$ cat config.mk
export PLATFORM = sky130hd
export DESIGN_NAME = trip_sequencer
export DESIGN_NICKNAME = d
export VERILOG_FILES = /design/src/rtl/trip_sequencer.sv
export SDC_FILE = /design/constraint.sdc
export NUM_CORES = 1
export LEC_CHECK = 0
export ABC_CLOCK_PERIOD_IN_PS = 5500
export CAP_MARGIN = 25
export CORE_ASPECT_RATIO = 0.9
export CORE_MARGIN = 3
export CORE_UTILIZATION = 55
export DETAILED_ROUTE_END_ITERATION = 8
export PLACE_DENSITY = 0.82
export SETUP_SLACK_MARGIN = 0.05
export SLEW_MARGIN = 25
export SYNTH_ARGS = -nofsm -noshare
export SYNTH_HDL_FRONTEND = slang
export SYNTH_SLANG_ARGS = --single-unit
export TNS_END_PERCENT = 20
$ cat constraint.sdc
create_clock -name clk -period 5.5 [get_ports clk]
set_input_delay 0.825 -clock clk [delete_from_list [all_inputs] [get_ports clk]]
set_output_delay 0.825 -clock clk [all_outputs]
set_load 0.005 [all_outputs]
$ cat src/rtl/trip_sequencer.sv
// Taximeter trip controller: trip phase FSM, wheel-pulse to distance-unit ticks,
// parked time to wait-unit ticks. Optional auto-park on wheel stall: TRIP_AUTO_PARK_EN.
module trip_sequencer #(
  parameter int unsigned PULSES_PER_UNIT = 10,
  parameter int unsigned TICKS_PER_SEC   = 50_000_000,
  parameter int unsigned WAIT_SECONDS    = 60,
  parameter int unsigned STALL_CYCLES    = 150_000_000
) (
  input  logic       clk,
  input  logic       reset,
  input  logic       start_trip,
  input  logic       end_trip,
  input  logic       park,
  input  logic       wheel_pulse,
  output logic       dist_restart,
  output logic       dist_tick,
  output logic       wait_tick,
  output logic [1:0] state,
  output logic       trip_done
);

  localparam int unsigned PW  = $clog2(PULSES_PER_UNIT);
  localparam int unsigned TW  = $clog2(TICKS_PER_SEC);
  localparam int unsigned SW  = (WAIT_SECONDS > 1) ? $clog2(WAIT_SECONDS) : 1;
  localparam int unsigned STW = (STALL_CYCLES > 1) ? $clog2(STALL_CYCLES) : 1;

  // Elaboration-time parameter range checks
  if (PULSES_PER_UNIT < 2) begin : g_chk_ppu
    $error("PULSES_PER_UNIT must be >= 2");
  end
  if (TICKS_PER_SEC < 2) begin : g_chk_tps
    $error("TICKS_PER_SEC must be >= 2");
  end
  if (WAIT_SECONDS < 1) begin : g_chk_ws
    $error("WAIT_SECONDS must be >= 1");
  end
  if (STALL_CYCLES < 2) begin : g_chk_stall
    $error("STALL_CYCLES must be >= 2");
  end

  typedef enum logic [1:0] {
    S_IDLE = 2'b00,
    S_RUN  = 2'b01,
    S_PARK = 2'b10,
    S_DONE = 2'b11
  } state_t;

  state_t          st;
  logic            sync1, sync2, sync3, edge_q;
  logic [PW-1:0]   pcnt;
  logic [TW-1:0]   presc;
  logic [SW-1:0]   secs;
`ifdef TRIP_AUTO_PARK_EN
  logic [STW-1:0]  stall;
  logic            auto_park;
`endif

  assign state = st;

  // Wheel sensor synchronizer with registered rising-edge pulse
  always_ff @(posedge clk) begin
    if (reset) begin
      sync1  <= 1'b0;
      sync2  <= 1'b0;
      sync3  <= 1'b0;
      edge_q <= 1'b0;
    end else begin
      sync1  <= wheel_pulse;
      sync2  <= sync1;
      sync3  <= sync2;
      edge_q <= sync2 & ~sync3;
    end
  end

  // Trip FSM with distance/wait counters; trip start overrides counter updates
  always_ff @(posedge clk) begin
    if (reset) begin
      st           <= S_IDLE;
      dist_restart <= 1'b0;
      dist_tick    <= 1'b0;
      wait_tick    <= 1'b0;
      trip_done    <= 1'b0;
      pcnt         <= '0;
      presc        <= '0;
      secs         <= '0;
`ifdef TRIP_AUTO_PARK_EN
      stall        <= '0;
      auto_park    <= 1'b0;
`endif
    end else begin
      dist_restart <= 1'b0;
      dist_tick    <= 1'b0;
      wait_tick    <= 1'b0;
      trip_done    <= 1'b0;

      if (edge_q && (st == S_RUN)) begin
        if (pcnt == PW'(PULSES_PER_UNIT - 1)) begin
          pcnt      <= '0;
          dist_tick <= 1'b1;
        end else begin
          pcnt <= pcnt + PW'(1);
        end
      end

      // Wait time accumulates only while parked and holds otherwise
      if (st == S_PARK) begin
        if (presc == TW'(TICKS_PER_SEC - 1)) begin
          presc <= '0;
          if (secs == SW'(WAIT_SECONDS - 1)) begin
            secs      <= '0;
            wait_tick <= 1'b1;
          end else begin
            secs <= secs + SW'(1);
          end
        end else begin
          presc <= presc + TW'(1);
        end
      end

`ifdef TRIP_AUTO_PARK_EN
      if (st == S_RUN) begin
        stall <= edge_q ? '0 : stall + STW'(1);
      end
`endif

      case (st)
        S_IDLE, S_DONE: begin
          if (start_trip) begin
            st           <= S_RUN;
            dist_restart <= 1'b1;
            pcnt         <= '0;
            presc        <= '0;
            secs         <= '0;
`ifdef TRIP_AUTO_PARK_EN
            stall        <= '0;
`endif
          end
        end
        S_RUN: begin
          if (end_trip) begin
            st        <= S_DONE;
            trip_done <= 1'b1;
          end else if (park) begin
            st <= S_PARK;
`ifdef TRIP_AUTO_PARK_EN
          end else if (!edge_q && (stall == STW'(STALL_CYCLES - 1))) begin
            st        <= S_PARK;
            auto_park <= 1'b1;
`endif
          end
        end
        S_PARK: begin
`ifdef TRIP_AUTO_PARK_EN
          // An auto-parked vehicle resumes only on wheel movement
          if (end_trip) begin
            st        <= S_DONE;
            trip_done <= 1'b1;
            auto_park <= 1'b0;
          end else if (!park && (!auto_park || edge_q)) begin
            st        <= S_RUN;
            stall     <= '0;
            auto_park <= 1'b0;
          end
`else
          if (end_trip) begin
            st        <= S_DONE;
            trip_done <= 1'b1;
          end else if (!park) begin
            st <= S_RUN;
          end
`endif
        end
        default: st <= S_IDLE;
      endcase
    end
  end

endmodule

==> results.py <==
metrics = {
    "placed_design": {
        "place_congestion": 0.7958,
        "hpwl_mm": 2.616,
        "dp_slack_ps": 2470,
        "io_buffers": 11,
    },
    "synth": {
        "synth_fp_nets": 243,
        "yosysWarnings": 0,
        "synth_edf_count": 0,
        "synthesis.area_um2": 2036,
        "ys_types": 39,
        "ys_seq_elements": 46,
        "syn_avg_cell_area_um2": 8.737,
        "syn_inst": 233,
        "async_reset_ff_frac": 0,
        "ys.flop_type": "dfxtp_1",
        "yosysSeqAreaShare": 0.4524,
    },
    "setup_path": {
        "rr_worst_depth": 7,
        "worstPathRequired_ps": 5660,
        "r2r_slack_ps": 2960,
        "start_kind": "input pin",
        "critPathArrivalTime_ps": 2880,
        "critPathCaptureType": "flop",
        "path_class": "in2reg",
        "crit_path_max_fanout": 23,
    },
    "cts": {
        "cts_hold_buf": 0,
        "clk_latency_ps": 300,
        "cts_tree": "built",
        "clk_pin_slew_ps": 80,
        "cts_buffers": 5,
        "cts.sinks": 46,
        "root_buffer": "clkbuf_8",
        "post_cts_buffers": 0,
        "clock_path_buffers": 2,
        "cts-resized-gates": 0,
        "cts_max_level": 2,
    },
    "floorplanning": {
        "dieWidth_um": 70.13,
        "rows": 20,
        "core_area_um2": 3453,
        "dieArea_um2": 4468,
        "ioPinCount": 12,
        "start_util": 0.5895,
        "die_h_um": 63.72,
    },
    "finish": {
        "ff_latch_area_um2": 920.9,
        "antenna_cells": 0,
        "syn_to_final_growth_pct": 11.19,
        "nFillCells": 290,
        "drive_gt1_frac": 0.05691,
        "multi_input_area_um2": 1061,
        "nets": 255,
    },
    "timing": {
        "worstMarginPinSlew_ps": 858.6,
        "rsz0062_at_grt": "false",
        "hold_ws_ps": 396.2,
        "setup_tns_ps": 0,
        "final_max_slew_viol_count": 0,
        "finalHoldViolations": 0,
        "worst_slack_ps": 2784,
        "fmax_mhz": 368.1,
        "fin_crit_ps": 2716,
        "min_period_over_period": 0.4939,
        "setup_viol": 0,
        "clock_skew_ps": 3.138,
        "max-slew-margin-rel": 0.4276,
    },
    "power": {
        "leakage_nw": 0.7857,
        "irDropWorstVdd_v": 0.0002051,
        "powerDensity_nw_per_um2": 273.1,
    },
    "detailed_routing": {
        "drc": 0,
        "drt_iter0_drc": 115,
        "vias_per_cell": 5.510,
        "post_drt_wl_per_cell_um": 12.84,
        "drt-total-wl_mm": 3.723,
        "vias": 1598,
        "drtAntennaViolNets": 0,
        "drt-pass1-iter-count": 4,
    },
    "global_route": {
        "grt.total_usage": 0.1818,
        "grt_pass1_wl_mm": 6.354,
        "grt_max_degree": 24,
        "overflow": 0,
        "antenna_found_initial": 0,
        "grt_pass1_vias": 1443,
    },
    "flow_run": {
        "drv_cap": 0,
    },
    "hold_path": {
        "hold_path_class": "reg2reg",
        "holdPathStages": 1,
    },
    "outcome": {
        "status": "finished clean",
    },
}
-- cell type report --
type / count / share of cell area
tap: 44 / 0.02432
clock buffer: 6 / 0.03206
sequential: 46 / 0.4069
inverter: 8 / 0.01327
clock inverter: 2 / 0.006081
multi-input combinational: 173 / 0.4688
timing repair buffer: 11 / 0.04865
-- placed cells by master, fill, tap and decap left out, types with 3 or more instances in the layout --
cell type and instances:
dfxtp_1 46, nor2_1 45, xor2_1 17, nand2_1 16, nand3_1 13, clkdlybuf4s50_1 11, xnor2_1 10, nand4_1 9
inv_1 8, nor2b_1 7, nor3_1 6, a21oi_1 5, clkbuf_8 5, mux2i_1 4, ha_1 4, o21ai_0 3
nand2b_1 3, nor4_1 3, and3_1 3
-- sequential cells by signal, indices dropped and copies added, names as in the netlist --
register      flops
dist_restart      1
dist_tick         1
edge_q            1
pcnt              4
presc            26
secs              6
state             2
sync1             1
sync2             1
sync3             1
trip_done         1
wait_tick         1
-- routing by layer --
metal / share of wire / track usage / vias up / routed length, um
met4: 0.023 / 0.1005 / 0 / 86
li1: - / - / 819 / -
met2: 0.44 / 0.2818 / 28 / 1635
met3: 0.043 / 0.04306 / 9 / 160
met1: 0.49 / 0.2322 / 742 / 1841
met5: 0 / 0 / - / 0
-- critical path: stages --
cell	delay, ps
clkdlybuf4s50_1	680
nand2b_1	490
nand2b_1	750
nor2_1	130
-- synth_stat cells, types with 4 or more instances --
cell | number | area, um^2
dfxtp_1 | 46 | 920.9
ha_1 | 4 | 50.05
nand3_1 | 13 | 65.06
nor3_1 | 6 | 30.03
nand2_1 | 16 | 60.06
a21oi_1 | 5 | 25.02
nor2b_1 | 7 | 43.79
inv_1 | 8 | 30.03
xnor2_1 | 10 | 87.58
mux2i_1 | 4 | 40.04
nor2_1 | 45 | 168.9
clkbuf_1 | 5 | 18.77
nand4_1 | 9 | 56.30
xor2_1 | 17 | 148.9
-- cell families after synthesis --
group	synth area share
adder cells (fa/ha/maj)	0.02459
AO/OA/AOI/OAI	0.05409
XOR/XNOR	0.1162
buffers and inverters	0.02643
flip-flops	0.4524
AND/OR/NAND/NOR	0.3012
multiplexers	0.02520
-- final timing paths --
path                                             end                  start
worst max-delay path            presc[19]$_SDFF_PP0_                  reset
worst min-delay path               edge_q$_SDFF_PP0_       sync3$_SDFF_PP0_
worst max register to register  presc[19]$_SDFF_PP0_  state[0]$_SDFFE_PP0P_
worst min register to register     edge_q$_SDFF_PP0_       sync3$_SDFF_PP0_
-- report_power, final --
group	total (W)	switching, W	leakage [nW]	internal (W)
Clock	0.000203	0.000114	0.0452	0.0000897
Combinational	0.0000697	0.0000403	0.369	0.0000294
Sequential	0.000345	0.00000485	0.372	0.000340
-- stage by stage --
stage | instance area, um^2 | util | std cells | power, W
after floorplan | 2036 | - | 233 | 0.0003977
after global placement | 2177 | 0.6304 | 282 | 0.0004205
after detailed placement | 2177 | 0.6304 | 282 | 0.0004226
after CTS | 2263 | 0.6554 | 290 | 0.0006236
after global routing | 2263 | 0.6554 | 290 | 0.0006469
final | 2263 | 0.6554 | 290 | 0.0006182
Power figures use the tool's default switching activity.
